[src/rtl/interrupt_acknowledge_sequencer.sv]
// Purpose: generates the 8086 (two-pulse) or 8080 CALL (three-pulse) INTA
//          sequence toward a PIC, captures the returned bytes and presents them.
// Latency: INT -> first INTA low after 3 edges (2-flop sync + IDLE decision);
//          result valid on the edge that ends the final pulse.
// Backpressure: result is held in PRESENT until vector_ready; no new sequence
//          starts until the cycle after the transfer.
//
// Ports:
//   clock, reset_n            : clock and asynchronous active-low reset
//   interrupt_to_cpu          : asynchronous INT from the PIC
//   interrupt_enable          : gates the start of a sequence only
//   interrupt_acknowledge_n   : registered INTA strobe to the PIC
//   data_bus_in, data_bus_io  : PIC data byte and bus direction (0 = PIC drives)
//   vector_valid/vector_ready : result handshake toward the core
//   vector, vector_address    : 8086 type byte / 8080 opcode and CALL target
//   vector_error              : a sample in this sequence saw data_bus_io = 1
//   busy                      : sequencer is not idle

module interrupt_acknowledge_sequencer #(
  parameter int PULSE_CYCLES = 2,
  parameter int GAP_CYCLES   = 2,
  parameter int MODE_8086    = 1
) (
  input  logic        clock,
  input  logic        reset_n,
  input  logic        interrupt_to_cpu,
  input  logic        interrupt_enable,
  output logic        interrupt_acknowledge_n,
  input  logic [7:0]  data_bus_in,
  input  logic        data_bus_io,
  output logic        vector_valid,
  input  logic        vector_ready,
  output logic [7:0]  vector,
  output logic [15:0] vector_address,
  output logic        vector_error,
  output logic        busy
);

  localparam logic [1:0] ST_IDLE    = 2'd0;
  localparam logic [1:0] ST_PULSE   = 2'd1;
  localparam logic [1:0] ST_GAP     = 2'd2;
  localparam logic [1:0] ST_PRESENT = 2'd3;

  localparam logic [3:0] PULSE_LAST = 4'(PULSE_CYCLES - 1);
  localparam logic [3:0] GAP_LAST   = 4'(GAP_CYCLES - 1);
  // Index of the final pulse: it goes straight to PRESENT with no trailing gap.
  localparam logic [1:0] LAST_PULSE = (MODE_8086 != 0) ? 2'd1 : 2'd2;

  logic       int_meta;
  logic       int_s;
  logic [1:0] state;
  logic [3:0] cycle_cnt;
  logic [1:0] pulse_idx;
  logic       sample_en;

  // In 8086 mode the first pulse is only a bus-freeze cycle; its data is ignored.
  assign sample_en = (MODE_8086 != 0) ? (pulse_idx == 2'd1) : 1'b1;

  always_ff @(posedge clock or negedge reset_n) begin
    if (!reset_n) begin
      int_meta <= 1'b0;
      int_s    <= 1'b0;
    end else begin
      int_meta <= interrupt_to_cpu;
      int_s    <= int_meta;
    end
  end

  always_ff @(posedge clock or negedge reset_n) begin
    if (!reset_n) begin
      state                   <= ST_IDLE;
      cycle_cnt               <= 4'd0;
      pulse_idx               <= 2'd0;
      interrupt_acknowledge_n <= 1'b1;
      vector                  <= 8'h00;
      vector_address          <= 16'h0000;
      vector_error            <= 1'b0;
    end else begin
      case (state)
        ST_IDLE: begin
          if (int_s && interrupt_enable) begin
            state                   <= ST_PULSE;
            cycle_cnt               <= 4'd0;
            pulse_idx               <= 2'd0;
            interrupt_acknowledge_n <= 1'b0;
            vector_error            <= 1'b0;
          end
        end
        ST_PULSE: begin
          if (cycle_cnt == PULSE_LAST) begin
            // This edge raises INTA: the PIC byte is captured here.
            cycle_cnt               <= 4'd0;
            interrupt_acknowledge_n <= 1'b1;
            state                   <= (pulse_idx == LAST_PULSE) ? ST_PRESENT : ST_GAP;
            if (sample_en) begin
              if (data_bus_io) begin
                vector_error <= 1'b1;
              end
              if ((MODE_8086 != 0) || (pulse_idx == 2'd0)) begin
                vector <= data_bus_in;
              end else if (pulse_idx == 2'd1) begin
                vector_address[7:0] <= data_bus_in;
              end else begin
                vector_address[15:8] <= data_bus_in;
              end
            end
          end else begin
            cycle_cnt <= cycle_cnt + 4'd1;
          end
        end
        ST_GAP: begin
          if (cycle_cnt == GAP_LAST) begin
            cycle_cnt               <= 4'd0;
            pulse_idx               <= pulse_idx + 2'd1;
            interrupt_acknowledge_n <= 1'b0;
            state                   <= ST_PULSE;
          end else begin
            cycle_cnt <= cycle_cnt + 4'd1;
          end
        end
        ST_PRESENT: begin
          // Returning to IDLE here means the next start is decided one edge later.
          if (vector_ready) begin
            state <= ST_IDLE;
          end
        end
        default: state <= ST_IDLE;
      endcase
    end
  end

  assign vector_valid = (state == ST_PRESENT);
  assign busy         = (state != ST_IDLE);

endmodule

[config.mk]
export PLATFORM = sky130hd
export DESIGN_NAME = interrupt_acknowledge_sequencer
export DESIGN_NICKNAME = d
export VERILOG_FILES = /design/src/rtl/interrupt_acknowledge_sequencer.sv
export SDC_FILE = /design/constraint.sdc
export NUM_CORES = 1
export LEC_CHECK = 0
export ABC_AREA = 1
export BUFFER_PORTS_ARGS = -buffer_cell sky130_fd_sc_hd__buf_2
export CELL_PAD_IN_SITES_DETAIL_PLACEMENT = 0
export CELL_PAD_IN_SITES_GLOBAL_PLACEMENT = 1
export CORE_ASPECT_RATIO = 2
export CORE_MARGIN = 1
export CORE_UTILIZATION = 37
export DETAILED_ROUTE_END_ITERATION = 7
export GPL_TIMING_DRIVEN = 1
export PLACE_DENSITY = 0.89
export SLEW_MARGIN = 10
export SYNTH_ARGS = -nofsm -noshare
export SYNTH_HDL_FRONTEND = slang
export SYNTH_SLANG_ARGS = --single-unit
[constraint.sdc]
create_clock -name clock -period 2.9 [get_ports clock]
set_input_delay 0.145 -clock clock [delete_from_list [all_inputs] [get_ports clock]]
set_output_delay 0.145 -clock clock [all_outputs]
set_load 0.05 [all_outputs]
==> results of run 1 <==
==> Yosys cell counts <==
library cell	number	area share, %
sky130_fd_sc_hd__a21boi_0	1	0.67
sky130_fd_sc_hd__nor2_2	1	0.56
sky130_fd_sc_hd__a21oi_1	1	0.45
sky130_fd_sc_hd__nand3_1	4	1.8
sky130_fd_sc_hd__nor2_1	2	0.67
sky130_fd_sc_hd__dfstp_2	1	2.3
sky130_fd_sc_hd__or2_2	2	1.1
sky130_fd_sc_hd__inv_1	11	3.7
sky130_fd_sc_hd__o21ai_0	5	2.2
sky130_fd_sc_hd__conb_1	1	0.33
sky130_fd_sc_hd__nor2_8	1	1.8
sky130_fd_sc_hd__xnor2_1	1	0.78
sky130_fd_sc_hd__o21ai_2	1	0.78
sky130_fd_sc_hd__dfrtp_1	19	42
sky130_fd_sc_hd__nand2_1	50	17
sky130_fd_sc_hd__nor3_1	1	0.45
sky130_fd_sc_hd__xor2_1	1	0.78
sky130_fd_sc_hd__ha_1	7	7.8
sky130_fd_sc_hd__buf_4	16	11
sky130_fd_sc_hd__nand3b_1	2	1.3
sky130_fd_sc_hd__nand2_2	3	1.7
sky130_fd_sc_hd__inv_2	1	0.33
sky130_fd_sc_hd__a21oi_2	1	0.78
==> area by class of cell <==
cell class	count	area share, %
tap	30	2.915
sequential	20	38.97
multi-input combinational	100	39.84
inverter	12	3.499
timing repair buffer	27	11.27
clock buffer	4	3.499
==> power by group <==
part,switching (uW),leakage (uW),internal [uW]
logic,628,0.000454,214
registers,72.7,0.000237,389
clock network,84.2,0.0000228,97.6
total,785,0.000713,701
==> cells in the final DEF (no fill, tap or decap) <==
cell type	instances
sky130_fd_sc_hd__ha_1	7
sky130_fd_sc_hd__nor2_2	1
sky130_fd_sc_hd__or2_2	2
sky130_fd_sc_hd__conb_1	16
sky130_fd_sc_hd__dfrtp_1	19
sky130_fd_sc_hd__xnor2_1	1
sky130_fd_sc_hd__o21ai_2	1
sky130_fd_sc_hd__nor3_1	1
sky130_fd_sc_hd__dlygate4sd3_1	2
sky130_fd_sc_hd__dfstp_2	1
sky130_fd_sc_hd__nor2_8	1
sky130_fd_sc_hd__inv_1	11
sky130_fd_sc_hd__buf_2	25
sky130_fd_sc_hd__clkbuf_1	1
sky130_fd_sc_hd__a21oi_2	1
sky130_fd_sc_hd__inv_2	1
sky130_fd_sc_hd__nand3_1	4
sky130_fd_sc_hd__nand2_2	3
sky130_fd_sc_hd__a21boi_0	1
sky130_fd_sc_hd__clkbuf_8	3
sky130_fd_sc_hd__a21oi_1	1
sky130_fd_sc_hd__xor2_1	1
sky130_fd_sc_hd__o21ai_0	5
sky130_fd_sc_hd__nand3b_1	2
sky130_fd_sc_hd__nand2_1	50
sky130_fd_sc_hd__nor2_1	2
==> state kept, by name (all words and copies together) (netlist names) <==
| register | cells |
|---|---|
| cycle_cnt | 4 |
| int_meta | 1 |
| int_s | 1 |
| interrupt_acknowledge_n | 1 |
| pulse_idx | 2 |
| state | 2 |
| vector | 8 |
| vector_error | 1 |
==> per-stage QoR <==
| stage | power [uW] | instances | instance area [um^2] | hold WS [ns] | worst slack [ns] |
|---|---|---|---|---|---|
| floorplan | 1145 | 148 | 1180 | -0.1506 | 1.483 |
| global placement | 1296 | 187 | 1222 | 0.1155 | 1.516 |
| detailed placement | 1311 | 187 | 1222 | 0.1195 | 1.465 |
| CTS | 1501 | 193 | 1287 | 0.09009 | 1.395 |
| global route | 1602 | 193 | 1287 | 0.09689 | 1.294 |
| finish | 1486 | 193 | 1287 | 0.09041 | 1.406 |
==> worst paths after layout <==
path / slack [ns] / cells after the start / start / to
worst max-delay path: 1.41 / 4 / state[0] / busy
worst min-delay path: 0.09 / 3 / data_bus_in[3] / vector[3]
worst max register to register: 1.46 / 7 / state[1] / vector[0]
worst min register to register: 0.35 / 0 / int_meta / int_s
max in group asynchronous: 2.19 / 2 / reset_n / interrupt_acknowledge_n
min in group asynchronous: 0.36 / 2 / reset_n / state[0]
==> metal layers <==
| layer | GRT usage [%] | share of wire [%] | wire, um |
|---|---|---|---|
| met1 | 15.58 | 42 | 865 |
| met2 | 25.31 | 53 | 1074 |
| met3 | 1.950 | 3.9 | 79 |
| met4 | 5.000 | 1.1 | 22 |
| met5 | 0 | 0 | 0 |
==> cell families after synthesis <==
group | share of synthesized area, %
AO/OA/AOI/OAI | 4.900
XOR/XNOR | 1.559
AND/OR/NAND/NOR | 26.06
other | 0.3338
adder cells (fa/ha/maj) | 7.795
flip-flops | 44.66
buffers and inverters | 14.70
==> worst register-to-register path, stage by stage, from the launching register on <==
cell	delay, ns
sky130_fd_sc_hd__dfrtp_1	0.42
sky130_fd_sc_hd__inv_1	0.10
sky130_fd_sc_hd__ha_1	0.27
sky130_fd_sc_hd__nand2_2	0.14
sky130_fd_sc_hd__nor2_8	0.19
sky130_fd_sc_hd__inv_2	0.10
sky130_fd_sc_hd__nand2_1	0.07
sky130_fd_sc_hd__nand2_1	0.05
==> timing repair <==
item                      4_1_cts  5_1_grt
setup buffers                   0        0
hold endpoints to repair       20        0
hold buffers                    2        0
==> flow_summary.yaml, run 1 <==
run_status:
  status: "completed"
global_routing:
  wire_length_of_the_first_global_routing_pass_um: 3263
  grt_antenna_before_repair: 0
  grt_util_all_layers_pct: 14.25
  global_route.overflow_total: 0
  grt_start_max_net_pins: 21
  grt_pass1_vias: 824
clocking:
  cts_root_buffer: "sky130_fd_sc_hd__clkbuf_8"
  worst_setup_hold_path_clk_slew_ns: 0.07
  h_tree_lvls: 1
  number_of_buffers_added_by_the_clock_tree_synthesis_step: 3
  clkLatencyLatePin_ns: 0.25
  ctsLongestPathBuffers: 2
  tritoncts: "done"
  cts_num_sinks: 20
  post_cts_resized: 0
yosys:
  syn_area_per_cell_um2: 8.448
  yosysWarningCount: 0
  post_synth_num_cell_types: 23
  synth.cell_area_um2: 1124
  post_synth_inst_count: 133
  seq_area_frac_synth_pct: 44.65
  synth-seq-cells: 20
sta:
  final.period_utilization_pct: 51.53
  rsz0062_at_grt: "no"
  min_period_ns: 1.494
  hold_viol_final: 0
  setup_viol: 0
  timing.clock.skew_ns: 0.005454
  timing.final.max_slew_violations: 0
  max_clock_freq_mhz: 669.2
  setup_tns_final_ns: 0
drt:
  detailedRoute.firstPassIterationCount: 4
  drt_iter0_drc: 4
  finalWirelength_um: 2041
  postRouteAntennaNets: 0
  routed_wire_length_per_instance_um: 10.58
  routed_via_density: 4.409
  detailroute.via_count: 851
  drcViolationCount: 0
cells_and_area:
  fin_nets: 185
  insertedDiodeCount: 0
  syn_to_final_growth_pct: 14.59
  nFillCells: 314
  drive_above_1_share_pct: 23.93
  post-route-util_pct: 44.28
  area.sequential_um2: 501.7
  multi_input_comb_area_um2: 513.0
setup_path:
  cp_top_family: "buffers and inverters"
  critical_path_buffers_and_inverters: 3
  worst_path_max_delay_cell: "sky130_fd_sc_hd__dfrtp_1"
  crit_path_max_fanout: 5
  critPathLaunchType: "flip-flop"
  endpoint_kind: "output pin"
  critical_path_required_ns: 2.76
  worst_path_most_repeated_cell: "sky130_fd_sc_hd__inv_1"
  timing.critical_path.arrival_ns: 1.35
  worst_path_largest_cell_delay_ns: 0.41
  criticalPathCategory: "flip-flop to output pin"
  path_cells: "inv_1 -> ha_1 -> inv_1 -> buf_2"
floorplanning:
  die-width_um: 40.97
  starting_density_of_the_core_pct: 38.64
  fp.dieH_um: 79.93
  floorplan.core_area_um2: 2908
  fp.dieArea_um2: 3274
  fp-row-count: 28
  floorplan.io_pins: 42
placed_design:
  final_weighted_congestion_in_routability_driven_placement: 0.7851
  dp.final_hpwl_um: 1638
  port_buffers: 25
power:
  powerDensity_nw_per_um2: 1154
  vdd_drop_max_v: 0.0006600
  power_leakage_uw: 0.0007134
flow_run:
  drv.max_cap_violation_count: 0
worst_hold_path:
  hold_path_class: "primary input to flip-flop"
Note: power is estimated with default switching activity, not from simulation.
==> run 2, diff against run 1 <==
CORE_UTILIZATION = 34   (was 37)
PLACE_DENSITY = 0.83   (was 0.89)
clock period = 1.5 ns   (was 2.9 ns; I/O delays follow)
==> run 2 against run 1 <==
  * Critical path depth is the same
  * Clock power grew 130%
  * Global-route usage shrank 1.5 points
  * Clock-buffer cell count is the same
  * Total power grew 98%
  * Highest routed layer unchanged
  * Cell area grew 1.7%
  * Routed wire length shrank 2.1%
==> flow_summary.yaml, run 2 (synthesis results as in run 1) <==
run_status:
  status: "completed"
drt:
  routed_wire_length_per_instance_um: 10.25
  detailroute.via_count: 850
  postRouteAntennaNets: 0
  drt_iter0_drc: 6
  detailedRoute.firstPassIterationCount: 4
  finalWirelength_um: 1998
  drcViolationCount: 0
  routed_via_density: 4.359
floorplanning:
  starting_density_of_the_core_pct: 35.59
  floorplan.core_area_um2: 3157
  fp-row-count: 29
  fp.dieArea_um2: 3553
  die-width_um: 42.65
  floorplan.io_pins: 42
  fp.dieH_um: 83.30
power:
  sequentialPowerShare_pct: 30.1
  p_clk_share_pct: 14.1
  p_comb_share_pct: 55.8
  power_leakage_uw: 0.0007244
  p_int_uw: 1419
  netSwitchingFraction_pct: 51.83
  net-switching-power_uw: 1526
  powerDensity_nw_per_um2: 2250
  vdd_drop_max_v: 0.001556
worst_hold_path:
  hold_path_class: "primary input to flip-flop"
sta:
  max_clock_freq_mhz: 700.5
  timing.clock.skew_ns: 0.001011
  hold_viol_final: 0
  setup_viol: 0
  timing.final.max_slew_violations: 0
  rsz0062_at_grt: "yes"
  hold_slack_ns: 0.009276
  final.period_utilization_pct: 95.17
  min_period_ns: 1.427
clocking:
  number_of_buffers_added_by_the_clock_tree_synthesis_step: 3
  tritoncts: "done"
  ctsLongestPathBuffers: 2
  worst_setup_hold_path_clk_slew_ns: 0.07
  clkLatencyLatePin_ns: 0.26
  cts_num_sinks: 20
  h_tree_lvls: 1
  cts_root_buffer: "sky130_fd_sc_hd__clkbuf_8"
cells_and_area:
  commonest_non_fill_non_tap_cells_in_the_layout: "49 x sky130_fd_sc_hd__nand2_1, 25 x sky130_fd_sc_hd__buf_2, 19 x sky130_fd_sc_hd__dfrtp_1"
  syn_to_final_growth_pct: 16.48
  insertedDiodeCount: 0
  largest_register_ffs: 8
  nFillCells: 329
  top_regs: "vector (8), cycle_cnt (4)"
  area.sequential_um2: 501.7
  drive_above_1_share_pct: 25.61
  post-route-util_pct: 41.46
  final_common_cell: "sky130_fd_sc_hd__nand2_1"
  top_register: "vector"
  fin_nets: 186
  multi_input_comb_area_um2: 515.5
placed_design:
  dp.final_hpwl_um: 1634
  final_weighted_congestion_in_routability_driven_placement: 0.7771
  port_buffers: 25
setup_path:
  crit_path_max_fanout: 5
  critPathLaunchType: "flip-flop"
  timing.critical_path.arrival_ns: 1.35
  critical_path_required_ns: 1.42
  cp_top_family: "buffers and inverters"
  path_cells: "inv_1 -> ha_1 -> inv_1 -> buf_2"
  worst_path_largest_cell_delay_ns: 0.41
  critical_path_buffers_and_inverters: 3
  endpoint_kind: "output pin"
  criticalPathCategory: "flip-flop to output pin"
  worst_path_most_repeated_cell: "sky130_fd_sc_hd__inv_1"
  worst_path_max_delay_cell: "sky130_fd_sc_hd__dfrtp_1"
global_routing:
  grt_pass1_vias: 913
  global_route.overflow_total: 0
  grt_antenna_before_repair: 0
  grt_util_all_layers_pct: 12.71
  grt_start_max_net_pins: 21
  wire_length_of_the_first_global_routing_pass_um: 3560
flow_run:
  drv.max_cap_violation_count: 0
## run 2: stage by stage
| stage | power, uW | setup slack (ns) | std cells | TNS (ns) | instance area (um^2) |
|---|---|---|---|---|---|
| global route | 3179 | -0.02490 | 195 | -0.02490 | 1309 |
| finish | 2945 | 0.07251 | 195 | 0 | 1309 |
| floorplan | 2214 | 0.08278 | 148 | 0 | 1180 |
| global placement | 2514 | 0.1340 | 189 | 0 | 1231 |
| detailed placement | 2546 | 0.1167 | 189 | 0 | 1231 |
| CTS | 2975 | 0.06060 | 195 | 0 | 1306 |
## run 2: final timing paths
| kind | start | endpoint | slack [ns] | cells after the start |
|---|---|---|---|---|
| max in group asynchronous | reset_n | interrupt_acknowledge_n | 0.88 | 2 |
| min | data_bus_in[2] | vector[2] | 0.009 | 3 |
| max reg2reg | state[1] | state[0] | 0.12 | 7 |
| min in group asynchronous | reset_n | cycle_cnt[0] | 0.28 | 2 |
| max | state[0] | busy | 0.07 | 4 |
| min reg2reg | int_meta | int_s | 0.35 | 0 |
## run 2: cell type report
| class | count | share of cell area [%] |
|---|---|---|
| repair buffers | 28 | 11.66 |
| clock buffers | 4 | 4.206 |
| well taps | 31 | 2.964 |
| flip-flops and latches | 20 | 38.34 |
| multi-input cells | 100 | 39.39 |
| inverters | 12 | 3.442 |
## run 2: layer usage
layer | share of wire, % | GRT usage [%] | vias to the layer above
li1 | - | - | 435
met1 | 38 | 12.99 | 382
met2 | 56 | 24.24 | 28
met3 | 4.3 | 2.174 | 5
met4 | 1.5 | 4.261 | 0
met5 | 0 | 0 | -
## run 2: worst register-to-register path, stage by stage (launching register included)
cell                      delay (ns)
sky130_fd_sc_hd__dfrtp_1        0.40
sky130_fd_sc_hd__inv_1          0.08
sky130_fd_sc_hd__ha_1           0.21
sky130_fd_sc_hd__buf_4          0.16
sky130_fd_sc_hd__o21ai_2        0.20
sky130_fd_sc_hd__nand2_1        0.10
sky130_fd_sc_hd__nand2_1        0.08
sky130_fd_sc_hd__nand2_1        0.05
## run 2: timing repair
action / 4_1_cts / 5_1_grt
hold endpoints to repair: 20 / 0
hold buffers: 2 / 0
endpoints found under the setup margin: 0 / 3
setup buffers: 0 / 0
resized for setup: 0 / 1
## run 2: power groups by stage
stage	clock, uW	sequential, uW	combinational [uW]
after floorplan	0	1340	872
final	416	886	1640
after CTS	429	891	1660
after detailed placement	0	898	1650
after global routing	447	916	1820
after global placement	0	885	1630
